[config.mk]
export PLATFORM = sky130hd
export DESIGN_NAME = uart_rx_os16
export DESIGN_NICKNAME = d
export VERILOG_FILES = /design/src/rtl/uart_rx_os16.sv
export SDC_FILE = /design/constraint.sdc
export NUM_CORES = 1
export LEC_CHECK = 0
export CAP_MARGIN = 20
export CORE_UTILIZATION = 40
export CTS_BUF_LIST = sky130_fd_sc_hd__clkbuf_4
export DETAILED_ROUTE_END_ITERATION = 8
export GPL_ROUTABILITY_DRIVEN = 0
export PLACE_DENSITY = 0.59
export SYNTH_ARGS = -nofsm -noshare
export SYNTH_HDL_FRONTEND = slang
export SYNTH_SLANG_ARGS = --single-unit
[constraint.sdc]
create_clock -name clk -period 2.3 [get_ports clk]
set_clock_uncertainty 0.05 [all_clocks]
set_input_delay 0.46 -clock clk [delete_from_list [all_inputs] [get_ports clk]]
set_output_delay 0.46 -clock clk [all_outputs]
set_load 0.01 [all_outputs]
[src/rtl/uart_rx_os16.sv]
// 8N1 UART receiver with 16x oversampling and 3-sample majority voting.
// Received bytes are held in a single-entry valid/ready output register.
module uart_rx_os16 #(
  parameter int FREQ = 12000000,
  parameter int BAUD = 9600,
  parameter int DIV  = FREQ / (BAUD * 16)
) (
  input  logic       clk,
  input  logic       nrst,
  input  logic       rx,
  output logic [7:0] rx_data,
  output logic       rx_valid,
  input  logic       rx_ready,
  output logic       frame_err,
  output logic       overrun,
  output logic       busy
);

  localparam int              DIV_W   = (DIV > 1) ? $clog2(DIV) : 1;
  localparam logic [DIV_W-1:0] DIV_MAX = DIV_W'(DIV - 1);

  localparam logic [2:0] S_IDLE      = 3'd0;
  localparam logic [2:0] S_START     = 3'd1;
  localparam logic [2:0] S_DATA      = 3'd2;
  localparam logic [2:0] S_STOP      = 3'd3;
  localparam logic [2:0] S_WAIT_HIGH = 3'd4;

  localparam logic [3:0] T_SAMPLE_A = 4'd7;
  localparam logic [3:0] T_SAMPLE_B = 4'd8;
  localparam logic [3:0] T_DECIDE   = 4'd9;

  logic             sync1_q, sync1_d;
  logic             sync2_q, sync2_d;
  logic [2:0]       state_q, state_d;
  logic [DIV_W-1:0] div_q, div_d;
  logic [3:0]       t_q, t_d;
  logic [1:0]       samp_q, samp_d;
  logic [2:0]       idx_q, idx_d;
  logic [7:0]       shift_q, shift_d;
  logic [7:0]       data_q, data_d;
  logic             valid_q, valid_d;
  logic             frame_err_q, frame_err_d;
  logic             overrun_q, overrun_d;

  logic       rxs;
  logic       tick;
  logic [3:0] t_cur;
  logic       maj;
  logic       decide;
  logic       deliver;

  assign rxs    = sync2_q;
  assign tick   = (state_q != S_IDLE) && (div_q == DIV_MAX);
  // t_q holds the previous tick's index, so t_cur is the index of the tick firing now.
  assign t_cur  = t_q + 4'd1;
  assign maj    = (samp_q[0] & samp_q[1]) | (samp_q[0] & rxs) | (samp_q[1] & rxs);
  assign decide = tick && (t_cur == T_DECIDE);

  always_comb begin
    // NOTE: every _d gets a default before any branch so no path leaves it unassigned (no latches).
    sync1_d     = rx;
    sync2_d     = sync1_q;
    state_d     = state_q;
    div_d       = div_q;
    t_d         = t_q;
    samp_d      = samp_q;
    idx_d       = idx_q;
    shift_d     = shift_q;
    data_d      = data_q;
    valid_d     = valid_q;
    frame_err_d = 1'b0;
    overrun_d   = 1'b0;
    deliver     = 1'b0;

    if (state_q == S_IDLE || tick) begin
      div_d = '0;
    end else begin
      div_d = div_q + DIV_W'(1);
    end

    if (tick) begin
      t_d = t_cur;
      if (t_cur == T_SAMPLE_A) samp_d[0] = rxs;
      if (t_cur == T_SAMPLE_B) samp_d[1] = rxs;
    end

    case (state_q)
      S_IDLE: begin
        if (!rxs) begin
          state_d = S_START;
          t_d     = 4'd0;
        end
      end
      S_START: begin
        if (decide) begin
          if (maj) begin
            state_d = S_IDLE;
          end else begin
            state_d = S_DATA;
            idx_d   = 3'd0;
          end
        end
      end
      S_DATA: begin
        if (decide) begin
          shift_d = {maj, shift_q[7:1]};
          idx_d   = idx_q + 3'd1;
          if (idx_q == 3'd7) state_d = S_STOP;
        end
      end
      S_STOP: begin
        if (decide) begin
          if (maj) begin
            deliver = 1'b1;
            state_d = S_IDLE;
          end else begin
            frame_err_d = 1'b1;
            state_d     = S_WAIT_HIGH;
          end
        end
      end
      S_WAIT_HIGH: begin
        // A held-low line (break) must return high before a new start is accepted.
        if (rxs) state_d = S_IDLE;
      end
      default: state_d = S_IDLE;
    endcase

    if (deliver) begin
      if (!valid_q || rx_ready) begin
        data_d  = shift_q;
        valid_d = 1'b1;
      end else begin
        overrun_d = 1'b1;
      end
    end else if (valid_q && rx_ready) begin
      valid_d = 1'b0;
    end
  end

  always_ff @(posedge clk) begin
    // NOTE: sequential state uses non-blocking assignments so all flops update together.
    if (!nrst) begin
      sync1_q     <= 1'b1;
      sync2_q     <= 1'b1;
      state_q     <= S_IDLE;
      div_q       <= '0;
      t_q         <= 4'd0;
      samp_q      <= 2'b00;
      idx_q       <= 3'd0;
      shift_q     <= 8'h00;
      data_q      <= 8'h00;
      valid_q     <= 1'b0;
      frame_err_q <= 1'b0;
      overrun_q   <= 1'b0;
    end else begin
      sync1_q     <= sync1_d;
      sync2_q     <= sync2_d;
      state_q     <= state_d;
      div_q       <= div_d;
      t_q         <= t_d;
      samp_q      <= samp_d;
      idx_q       <= idx_d;
      shift_q     <= shift_d;
      data_q      <= data_d;
      valid_q     <= valid_d;
      frame_err_q <= frame_err_d;
      overrun_q   <= overrun_d;
    end
  end

  assign rx_data   = data_q;
  assign rx_valid  = valid_q;
  assign frame_err = frame_err_q;
  assign overrun   = overrun_q;
  assign busy      = (state_q != S_IDLE);

endmodule

==> impl_metrics.prom <==
# TYPE chip_impl_metric gauge
chip_impl_metric{name="fillCellCount",unit=""} 429
chip_impl_metric{name="routed_wire_length_per_instance",unit="um"} 13.0
chip_impl_metric{name="p_leak",unit="uW"} 0.000826
chip_impl_metric{name="reg2regPathDepth",unit=""} 6
chip_impl_info{name="worst_setup_path_end_kind",value="primary output"} 1
chip_impl_metric{name="dieArea",unit="sq um"} 4890
chip_impl_metric{name="clkLatencyLatePin",unit="ns"} 0.34
chip_impl_metric{name="syn_avg_cell_area",unit="sq um"} 10.0
chip_impl_metric{name="cts.sink_count",unit=""} 40
chip_impl_metric{name="drv_cap",unit=""} 0
chip_impl_metric{name="slew-limit-headroom",unit="%"} 45.3
chip_impl_info{name="synth.area.top_cells",value="sky130_fd_sc_hd__dfxtp_1, sky130_fd_sc_hd__mux2i_1, sky130_fd_sc_hd__nor2b_1, sky130_fd_sc_hd__ha_1, sky130_fd_sc_hd__nor2_1"} 1
chip_impl_metric{name="delay_of_the_slowest_cell_on_the_worst_path",unit="ns"} 0.50
chip_impl_info{name="crit_path_start_kind",value="flip-flop"} 1
chip_impl_metric{name="final_layout_size_suffix_gt1_share",unit="%"} 8.37
chip_impl_info{name="top_layer_in_use",value="met4"} 1
chip_impl_metric{name="final-hold-violation-count",unit=""} 0
chip_impl_metric{name="power.combinational.fraction",unit="%"} 4.2
chip_impl_metric{name="critical_path.max_fanout",unit=""} 8
chip_impl_info{name="hold_class",value="flip-flop to flip-flop"} 1
chip_impl_metric{name="sequential_group_share_of_total_power",unit="%"} 64.1
chip_impl_metric{name="number_of_standard_cells_in_the_layout_taps_in_and_fillers_out",unit=""} 255
chip_impl_info{name="path_class",value="flip-flop to primary output"} 1
chip_impl_metric{name="clock_tree.buffer_depth",unit=""} 2
chip_impl_metric{name="multi_input_comb_area",unit="sq um"} 985
chip_impl_metric{name="arrival",unit="ns"} 1.66
chip_impl_metric{name="achievable-frequency",unit="MHz"} 460
chip_impl_metric{name="p_switching",unit="uW"} 247
chip_impl_info{name="timing.rr.start",value="t_q[0]"} 1
chip_impl_metric{name="synthCells",unit=""} 184
chip_impl_metric{name="routed_via_density",unit=""} 5.20
chip_impl_metric{name="drt.antenna.violating_nets",unit=""} 0
chip_impl_metric{name="finalPower",unit="uW"} 1100
chip_impl_metric{name="swShare",unit="%"} 22.6
chip_impl_info{name="critical-path-slowest-cell",value="sky130_fd_sc_hd__clkdlybuf4s50_1"} 1
chip_impl_metric{name="timing.final.max_slew_violations",unit=""} 0
chip_impl_info{name="status",value="complete, no violations"} 1
chip_impl_metric{name="drt_pass_1_iters",unit=""} 4
chip_impl_metric{name="floorplan.initialDensity",unit="%"} 42.1
chip_impl_metric{name="peakVddDrop",unit="V"} 0.000342
chip_impl_metric{name="area.sequential",unit="sq um"} 801
chip_impl_metric{name="globalRoute.totalOverflow",unit=""} 0
chip_impl_metric{name="global_router_s_overall_resource_usage",unit="%"} 14.8
chip_impl_metric{name="fin_nets",unit=""} 214
chip_impl_metric{name="first_iter_violations",unit=""} 43
chip_impl_info{name="cts_root_buf",value="sky130_fd_sc_hd__clkbuf_4"} 1
chip_impl_metric{name="antenna_cells_inserted",unit=""} 0
chip_impl_metric{name="grt_pass1_wl",unit="um"} 5840
chip_impl_metric{name="async_reset_ff_share",unit="%"} 0
chip_impl_metric{name="reg2reg_setup_slack",unit="ns"} 0.20
chip_impl_metric{name="ys_seq_area_share",unit="%"} 43.4
chip_impl_info{name="r2r-end",value="rx_data[1]"} 1
chip_impl_info{name="rsz0062_at_grt",value="false"} 1
chip_impl_metric{name="final_setup_violation_count",unit=""} 0
chip_impl_metric{name="cts_buffers",unit=""} 5
chip_impl_metric{name="pin_count",unit=""} 16
chip_impl_metric{name="die_height",unit="um"} 69.9
chip_impl_metric{name="detailroute.via_count",unit=""} 1327
chip_impl_metric{name="dpl.hpwl",unit="um"} 2400
chip_impl_metric{name="ctsHtreeMaxLevel",unit=""} 2
chip_impl_metric{name="numPlacedInstances",unit=""} 247
chip_impl_metric{name="slew_at_the_pin_closest_to_its_max_slew_limit",unit="ns"} 0.810
chip_impl_metric{name="final.min_clock_period",unit="ns"} 2.17
chip_impl_metric{name="post-route-drc-count",unit=""} 0
chip_impl_info{name="ordered_cell_list_for_the_critical_path",value="or3_1 -> clkdlybuf4s50_1"} 1
chip_impl_metric{name="finalCritPeriodShare",unit="%"} 94.6
chip_impl_metric{name="synth-warning-count",unit=""} 0
chip_impl_metric{name="synthesis.nets",unit=""} 196
chip_impl_metric{name="post-cts-setup-buffer-count",unit=""} 0
chip_impl_metric{name="critPathRequiredTime",unit="ns"} 1.79
chip_impl_metric{name="p_int",unit="uW"} 848
chip_impl_metric{name="placement.cell_area",unit="sq um"} 2050
chip_impl_info{name="tritoncts",value="yes"} 1
chip_impl_metric{name="clock_power_share",unit="%"} 31.7
chip_impl_metric{name="powerDensity",unit="nW/um^2"} 520
chip_impl_metric{name="synth_largest_type_area_fraction",unit="%"} 43.4
chip_impl_metric{name="postCtsResizedCells",unit=""} 0
chip_impl_metric{name="synth.distinct_cells",unit=""} 40
chip_impl_info{name="ys_dominant_reg_cell",value="sky130_fd_sc_hd__dfxtp_1"} 1
chip_impl_metric{name="row_count",unit=""} 24
chip_impl_metric{name="syn-cell-area",unit="sq um"} 1850
chip_impl_metric{name="postSynthRegisterBits",unit=""} 40
chip_impl_metric{name="edff_count_synth",unit=""} 0
chip_impl_info{name="critPathCapture",value="busy"} 1
chip_impl_metric{name="routed-wl-met3",unit="um"} 79
chip_impl_metric{name="area_delta_synth_final",unit="%"} 14.1
chip_impl_metric{name="final.setup.tns",unit="ns"} 0
chip_impl_metric{name="design_area",unit="sq um"} 2110
chip_impl_info{name="crit_path_start",value="state_q[0]"} 1
chip_impl_metric{name="fin_worst_hold_slack",unit="ns"} 0.358
chip_impl_metric{name="wirelength_met1",unit="um"} 1510
chip_impl_metric{name="port_buffers",unit=""} 15
chip_impl_metric{name="placeableCoreArea",unit="sq um"} 4380
chip_impl_metric{name="grt_max_degree",unit=""} 17
chip_impl_metric{name="first_global_vias",unit=""} 1300
chip_impl_metric{name="clkSlewWorstSetupHoldPaths",unit="ns"} 0.12
chip_impl_metric{name="post_detailed_routing_wire_length",unit="um"} 3310
chip_impl_metric{name="die_width",unit="um"} 69.9
chip_impl_metric{name="met2WireLength",unit="um"} 1660
chip_impl_metric{name="number_of_antenna_violations_at_the_first_check_in_global_routing",unit=""} 0
chip_impl_metric{name="cts.hold.buffers_added",unit=""} 0
chip_impl_info{name="yosys.area.top_type",value="sky130_fd_sc_hd__dfxtp_1"} 1
==> cells by family (layout without fill, tap and decap cells) <==
logic type               count (synthesis)  in the layout  synth area share [%]
XOR/XNOR                                 8              8                  3.80
buffers and inverters                   13             32                  3.25
flip-flops                              40             40                  43.4
AND/OR/NAND/NOR                         72             72                  22.2
AO/OA/AOI/OAI                           22             22                  10.4
multiplexers                            20             20                  10.8
adder cells (fa/ha/maj)                  9              9                  6.03
==> registers in the layout, summed over array words and instances (netlist names) <==
name       count
overrun        1
rx_valid       1
samp_q         2
idx_q          3
state_q        3
rx_data        8
shift_q        8
sync1_q        1
frame_err      1
t_q            4
div_q          7
rxs            1
==> placed cells by master, fill, tap and decap left out, types with 2 or more instances in the layout <==
cell,n
sky130_fd_sc_hd__dfxtp_1,40
sky130_fd_sc_hd__mux2i_1,20
sky130_fd_sc_hd__nor2b_1,19
sky130_fd_sc_hd__nor2_1,15
sky130_fd_sc_hd__clkdlybuf4s50_1,15
sky130_fd_sc_hd__nand2_1,8
sky130_fd_sc_hd__ha_1,8
sky130_fd_sc_hd__clkbuf_4,6
sky130_fd_sc_hd__inv_1,5
sky130_fd_sc_hd__nand3_1,5
sky130_fd_sc_hd__nand2b_1,5
sky130_fd_sc_hd__xor2_1,5
sky130_fd_sc_hd__and3_1,4
sky130_fd_sc_hd__buf_4,4
sky130_fd_sc_hd__or3_1,3
sky130_fd_sc_hd__a21oi_1,3
sky130_fd_sc_hd__o211ai_1,3
sky130_fd_sc_hd__xnor2_1,3
sky130_fd_sc_hd__a31o_1,3
sky130_fd_sc_hd__and3b_1,2
sky130_fd_sc_hd__and2_1,2
sky130_fd_sc_hd__a211oi_1,2
sky130_fd_sc_hd__nand4_1,2
sky130_fd_sc_hd__nor4b_1,2
sky130_fd_sc_hd__nor3b_1,2
==> power groups by stage <==
stage               registers (uW)  logic (uW)  clock network [uW]
CTS                            702        46.3                 367
detailed placement             718        46.1                   0
global placement               717        45.5                   0
global route                   704        50.3                 396
floorplan                      715        30.4                   0
finish                         702        45.7                 348
==> final cells by class <==
| cell class | instances | share of cell area [%] |
|---|---|---|
| Timing Repair Buffer | 19 | 8.56 |
| Inverter | 5 | 0.891 |
| Sequential cell | 40 | 38.0 |
| Clock buffer | 6 | 2.14 |
| Clock inverter | 2 | 0.535 |
| Tap cell | 52 | 3.09 |
| Multi-Input combinational cell | 131 | 46.8 |
==> Yosys cell counts, drive strengths merged, types with 4 or more instances <==
| cell | instances |
|---|---|
| a21oi | 4 |
| and3 | 4 |
| buf | 5 |
| dfxtp | 40 |
| ha | 8 |
| inv | 5 |
| mux2i | 20 |
| nand2 | 8 |
| nand2b | 5 |
| nand3 | 5 |
| nor2 | 15 |
| nor2b | 19 |
| o211ai | 4 |
| xor2 | 5 |
==> how the worst min path moves through the flow <==
stage,start,endpoint,slack [ns],depth (start not counted)
3_3_place_gp,sync1_q,rxs,0.34,1
3_5_place_dp,sync1_q,rxs,0.35,1
2_1_floorplan,sync1_q,rxs,0.34,1
4_1_cts,sync1_q,rxs,0.36,1
6_report,sync1_q,rxs,0.36,1
5_1_grt,sync1_q,rxs,0.41,1
==> stage by stage <==
stage	setup WS [ns]	utilization, %
after CTS	0.0867	48.0
after detailed placement	0.0976	46.7
after floorplan	0.511	-
final	0.125	48.0
after global routing	0.0314	48.0
after global placement	0.140	46.7
==> per-layer routing <==
layer	GRT usage, %	vias to the layer above
met2	24.7	17
met4	5.78	0
li1	-	678
met5	0	-
met3	3.61	7
met1	18.3	625
==> worst max-delay path: cells and delay by family, from the launching register on <==
family,cells,cell delay (ns)
buffers and inverters,1,0.50
flip-flops,1,0.39
AND/OR/NAND/NOR,1,0.43
Note: power is estimated with default switching activity, not from simulation.
